[src/rtl/cpu_pkg.sv]
// cpu_pkg: shared widths, reset/trap vectors and the fetch entry type
package cpu_pkg;
  localparam int INSTR_W = 32;
  localparam int ADDR_W  = 32;
  localparam logic [ADDR_W-1:0] RESET_VEC_D = 32'h8000_0000;
  localparam logic [ADDR_W-1:0] IRQ_VEC_D   = 32'h8000_0004;
  localparam logic [ADDR_W-1:0] EXC_VEC_D   = 32'h8000_0008;
  typedef struct packed {
    logic [ADDR_W-1:0]  pc;
    logic [INSTR_W-1:0] instr;
  } fetch_entry_t;
endpackage

[src/rtl/prefetch_fifo.sv]
// prefetch_fifo: small synchronous FIFO of fetched {pc, instr} entries with flush
module prefetch_fifo
  import cpu_pkg::*;
#(
  parameter int DEPTH = 2
) (
  input  logic         clk,
  input  logic         reset,
  input  logic         push,
  input  logic         pop,
  input  logic         flush,
  input  fetch_entry_t din,
  output fetch_entry_t head,
  output logic         full,
  output logic         empty
);
  localparam int AW = $clog2(DEPTH);
  logic [AW:0] wptr_q, rptr_q;
  fetch_entry_t mem_q [DEPTH];
  assign empty = wptr_q == rptr_q;
  assign full  = (wptr_q[AW] != rptr_q[AW]) && (wptr_q[AW-1:0] == rptr_q[AW-1:0]);
  assign head  = empty ? '0 : mem_q[rptr_q[AW-1:0]];
  // pointers wrap naturally; a flush drops every entry at once
  always_ff @(posedge clk) begin
    if (reset || flush) begin
      wptr_q <= '0;
      rptr_q <= '0;
    end else begin
      if (push) wptr_q <= wptr_q + 1'b1;
      if (pop)  rptr_q <= rptr_q + 1'b1;
    end
  end
  // storage needs no reset: head is masked to zero while empty
  always_ff @(posedge clk) begin
    if (push) mem_q[wptr_q[AW-1:0]] <= din;
  end
endmodule

[src/rtl/instr_fetch_unit.sv]
// instr_fetch_unit: PC owner, ROM fetch into prefetch buffer, redirect/trap handling
module instr_fetch_unit
  import cpu_pkg::*;
#(
  parameter logic [ADDR_W-1:0] RESET_VEC = RESET_VEC_D,
  parameter logic [ADDR_W-1:0] IRQ_VEC   = IRQ_VEC_D,
  parameter logic [ADDR_W-1:0] EXC_VEC   = EXC_VEC_D,
  parameter int                DEPTH     = 2
) (
  input  logic               clk,
  input  logic               reset,
  output logic [ADDR_W-1:0]  rom_addr,
  input  logic [INSTR_W-1:0] rom_data,
  output logic               if_valid,
  output logic [INSTR_W-1:0] if_instr,
  output logic [ADDR_W-1:0]  if_pc,
  input  logic               id_ready,
  input  logic               redir_valid,
  input  logic [ADDR_W-1:0]  redir_pc,
  input  logic               irq,
  input  logic               exc_req,
  output logic               irq_ack,
  output logic [ADDR_W-1:0]  epc
);
  logic [ADDR_W-1:0] pc_q, pc_d, epc_q;
  logic irq_ack_q, full, empty, pop, push, irq_take, flush;
  fetch_entry_t head;
  assign pop      = !empty && id_ready;
  assign irq_take = irq && !pc_q[31] && !exc_req;
  assign flush    = exc_req || irq_take || redir_valid;
  assign push     = !flush && (!full || pop);
  assign pc_d     = exc_req     ? EXC_VEC :
                    irq_take    ? IRQ_VEC :
                    redir_valid ? (redir_pc & ~32'h3) :
                    push        ? pc_q + 32'd4 : pc_q;
  prefetch_fifo #(.DEPTH(DEPTH)) u_fifo (
    .clk   (clk),
    .reset (reset),
    .push  (push),
    .pop   (pop),
    .flush (flush),
    .din   ('{pc: pc_q, instr: rom_data}),
    .head  (head),
    .full  (full),
    .empty (empty)
  );
  // PC advance and trap bookkeeping; epc points at the oldest unexecuted instruction
  always_ff @(posedge clk) begin
    if (reset) begin
      pc_q      <= RESET_VEC;
      epc_q     <= '0;
      irq_ack_q <= 1'b0;
    end else begin
      pc_q      <= pc_d;
      irq_ack_q <= irq_take;
      if (exc_req || irq_take) epc_q <= !empty ? head.pc : pc_q;
    end
  end
  assign rom_addr = pc_q;
  assign if_valid = !empty;
  assign if_instr = head.instr;
  assign if_pc    = head.pc;
  assign irq_ack  = irq_ack_q;
  assign epc      = epc_q;
endmodule

[config.mk]
export PLATFORM = sky130hd
export DESIGN_NAME = instr_fetch_unit
export DESIGN_NICKNAME = d
export VERILOG_FILES = /design/src/rtl/cpu_pkg.sv /design/src/rtl/prefetch_fifo.sv /design/src/rtl/instr_fetch_unit.sv
export SDC_FILE = /design/constraint.sdc
export NUM_CORES = 1
export LEC_CHECK = 0
export CAP_MARGIN = 30
export CORE_ASPECT_RATIO = 0.5
export CORE_UTILIZATION = 55
export CTS_BUF_LIST = sky130_fd_sc_hd__clkbuf_4 sky130_fd_sc_hd__clkbuf_8
export DETAILED_ROUTE_END_ITERATION = 6
export PLACE_DENSITY = 0.88
export SLEW_MARGIN = 15
export SYNTH_ARGS = -nofsm -noshare
export SYNTH_HDL_FRONTEND = slang
export SYNTH_SLANG_ARGS = --single-unit
[constraint.sdc]
create_clock -name clk -period 14.9 [get_ports clk]
set_input_delay 2.98 -clock clk [delete_from_list [all_inputs] [get_ports clk]]
set_output_delay 2.98 -clock clk [all_outputs]
set_load 0.01 [all_outputs]
==> results.md <==
* Final net count at 931
* Critical path launch point type: flop
* Finished Layout Cells at between 1000 and 1500
* Synth Area per Inst at 11.60 um2
* Max Root-Sink Buffers at 2
* 1st-iter DRT viols at 462
* Setup tns final at 0 ns
* Die H at 86.74 um
* Met2 WL post-DR at 9.760 mm
* Vias at 6013
* DP Cell Count at 1032
* Ys flop type: edfxtp_1
* Slew @ Worst Pin at roughly 0.9 ns
* CTS sink count at 190
* Synth warn at 0
* Mapped Area at 0.007898 mm2
* Fraction of registers with async set/reset at 0%
* Post-synthesis cell count at 681
* Hold path start: epc[30]$_SDFFE_PP0P_
* Fillcell total at 892
* N_diodes at 0
* GPL Wtd Cong at around 0.87
* Register area at 0.005049 mm2
* First-pass GRT wire length at 29.94 mm
* Worst VDD drop at between 60 and 70 uV
* CTS resizes at 0
* Cell type with the largest total area after synthesis: edfxtp_1
* Netlist cell types at 41
* Fin. max-slew vios at 0
* Worst Path Arrival at 3.44 ns
* Yosys reg bits at 190
* Relative slew slack at 39.58%
* Register area share after synthesis at 63.88%
* Die Area at 0.01487 mm2
* Final period utilization at 43.08%
* Detail Placement HPWL at 12.87 mm
* Number of global-route vias before repair at 5827
* Clk Tree Root Cell: clkbuf_8
* Yosys top cell area share at between 40% and 50%
* EDFF count, synth at 124
* Worst clock skew at 0.02055 ns
* TritonCTS Buffers at 17
* Buf/Inv on CP at 3
* Worst-path fanout max at 63
* Grt total ovfl at 0
* Met1 WL at approximately 8 mm
* Drt via density at 5.646
* Worst setup startpoint: u_fifo.wptr_q[1]$_SDFFE_PP0P_
* Peak Freq at about 0.16 GHz
* Post-CTS Hold Fix Bufs at 0
* Max-cap violations at 0
* Slowest-stage cell, CP: buf_4
* Effective utilization at floorplan at 57.33%
* Final setup fails at 0
* Synth area leaders: edfxtp_1 47%, dfxtp_1 17%, mux2i_1 7.9%, nor2_1 3.7%, o21ai_0 3.5%
* Pwr Total at 1.029 mW
* Layout cells sized above 1 at under 10%
* Tightest Hold Check Type: flop to flop
* LEAKAGE at 3.376 nW
* Minimum clock period at 6.419 ns
* CP max stage delay at 0.61 ns
* Fin Hold WS at about 0.46 ns
* Clock transition at path regs at 0.09 ns
* ANT nets after route at 0
* Final Routed Wirelength at 19.63 mm
* Site row count at 30
* CP Class: flop to output pin
* Crit end category: output pin
* Core Box Area at 0.01378 mm2
* Postcts setup bufs at 0
* Gr usage total at 26.43%
* Routed wire length on met3 at roughly 1.3 mm
* RSZ-0062 raised after global routing: no
* DRT Pass-1 Iters at 5
* CP top delay family: buffers and inverters
* Highest Signal Layer: met4
* I/O pins at 200
* WL per Instance at 18.43 um
* Worst EP required at 11.92 ns
* Initial antenna violation count at 0
* Port buffer count at 191
* Final Hold Fails at 0
* Die W at 171.5 um
* Status: complete, no violations
* Multi-input gate area at roughly 0.0027 mm2
* Worst r2r src: u_fifo.wptr_q[1]$_SDFFE_PP0P_
* Worst path cell trace: xnor2_1 -> nor2b_4 -> buf_4 -> clkinv_1 -> clkdlybuf4s50_1
* Area delta synth->final at 31.92%
* Drt drc at 0
* CTS tree: done
* Pin count of the biggest net entering global routing at 64
* Power per cell area at 98.81 mW/mm2
* H-tree depth at 4
* Clk_lat worst skew at about 0.45 ns
-- cell families after synthesis --
family / Yosys count / synth area share (%)
buffers and inverters: 58 / 3.058
AOI/OAI and AO/OA: 124 / 8.539
muxes: 62 / 7.858
and+or+nand+nor: 218 / 13.37
DFF: 190 / 63.88
xor gates and xnor gates: 27 / 3.089
adders and majority gates: 1 / 0.1584
other: 1 / 0.04748
-- report_power, final --
group	switching [mW]	internal, mW
combinational	0.0430	0.0444
clock	0.185	0.171
sequential	0.0114	0.575
-- registers in the layout, indices dropped and copies added, names as in the netlist, named ones only --
name / count
u_fifo.mem_q: 124
irq_ack: 1
epc: 30
u_fifo.wptr_q: 2
rom_addr: 30
u_fifo.rptr_q: 2
-- placed cells by master (no fill, tap or decap), types with 4 or more instances in the layout --
| cell | synthesis | layout |
|---|---|---|
| a21oi_1 | 52 | 52 |
| a31oi_1 | 4 | 4 |
| and2_0 | 6 | 6 |
| and2_1 | 19 | 19 |
| and4_1 | 8 | 8 |
| buf_4 | 6 | 12 |
| clkbuf_8 | 0 | 17 |
| clkdlybuf4s50_1 | 0 | 191 |
| conb_1 | 1 | 6 |
| dfxtp_1 | 66 | 65 |
| edfxtp_1 | 124 | 124 |
| inv_1 | 8 | 8 |
| mux2i_1 | 62 | 62 |
| nand2_1 | 47 | 47 |
| nand3_1 | 15 | 15 |
| nand4_1 | 8 | 8 |
| nor2_1 | 77 | 76 |
| nor3_1 | 12 | 10 |
| nor4_1 | 8 | 8 |
| nor4b_1 | 4 | 4 |
| o21ai_0 | 56 | 56 |
| xnor2_1 | 18 | 18 |
| xor2_1 | 8 | 8 |
-- tightest hold or removal path, stage by stage (launching register included) --
cell	delay [ns]
dfxtp_1	0.31
nand2_1	0.05
a21oi_1	0.05
-- stage by stage --
| step | cell area [um2] | util, % | setup slack (ns) |
|---|---|---|---|
| after floorplan | 7916 | - | 6.271 |
| after global routing | 10420 | 75.63 | 8.307 |
| after global placement | 9972 | 72.39 | 8.988 |
| after detailed placement | 10000 | 72.59 | 8.959 |
| after CTS | 10410 | 75.58 | 8.503 |
| final | 10420 | 75.63 | 8.481 |
-- synth_stat cells (2+ instances only) --
cell type and number:
nand2b_1 2, a21oi_1 52, inv_1 8, and2_0 6, buf_1 9, or4_1 2
a31o_2 2, and4_1 8, mux2i_1 62, o311a_1 2, a31oi_1 4, nor4_1 8
a211oi_1 3, nor3_1 12, edfxtp_1 124, or3_1 3, xnor2_1 18, nor2b_1 2
xor2_1 8, nor2_1 77, o31ai_1 2, nor4b_1 4, and3_1 3, and2_1 19
nand4_1 8, clkbuf_1 33, buf_4 6, o21ai_0 56, nand2_1 47, dfxtp_1 66
nand3_1 15
-- final cells by class --
cell class,count,area share [%]
Inverter,9,0.3242
Sequential cell,190,48.46
Multi-Input combinational cell,438,25.48
Clock buffer,19,2.390
Timing Repair Buffer,204,19.48
Clock inverter,13,1.561
Tap cell,192,2.306
-- routing by layer --
layer	GRT usage, %	vias up
li1	-	2805
met1	33.12	2933
met2	45.93	240
met3	5.160	35
met4	9.903	0
met5	0	-
-- path summary, 6_finish.rpt --
kind	end	slack (ns)	cells past startpoint
setup / recovery	if_valid	8.48	5
setup reg to reg	u_fifo.rptr_q[0]$_SDFFE_PP0P_	11.91	7
hold reg to reg	epc[30]$_SDFFE_PP0P_	0.46	2
hold / removal	epc[30]$_SDFFE_PP0P_	0.46	2
(Power assumes the default switching activity.)
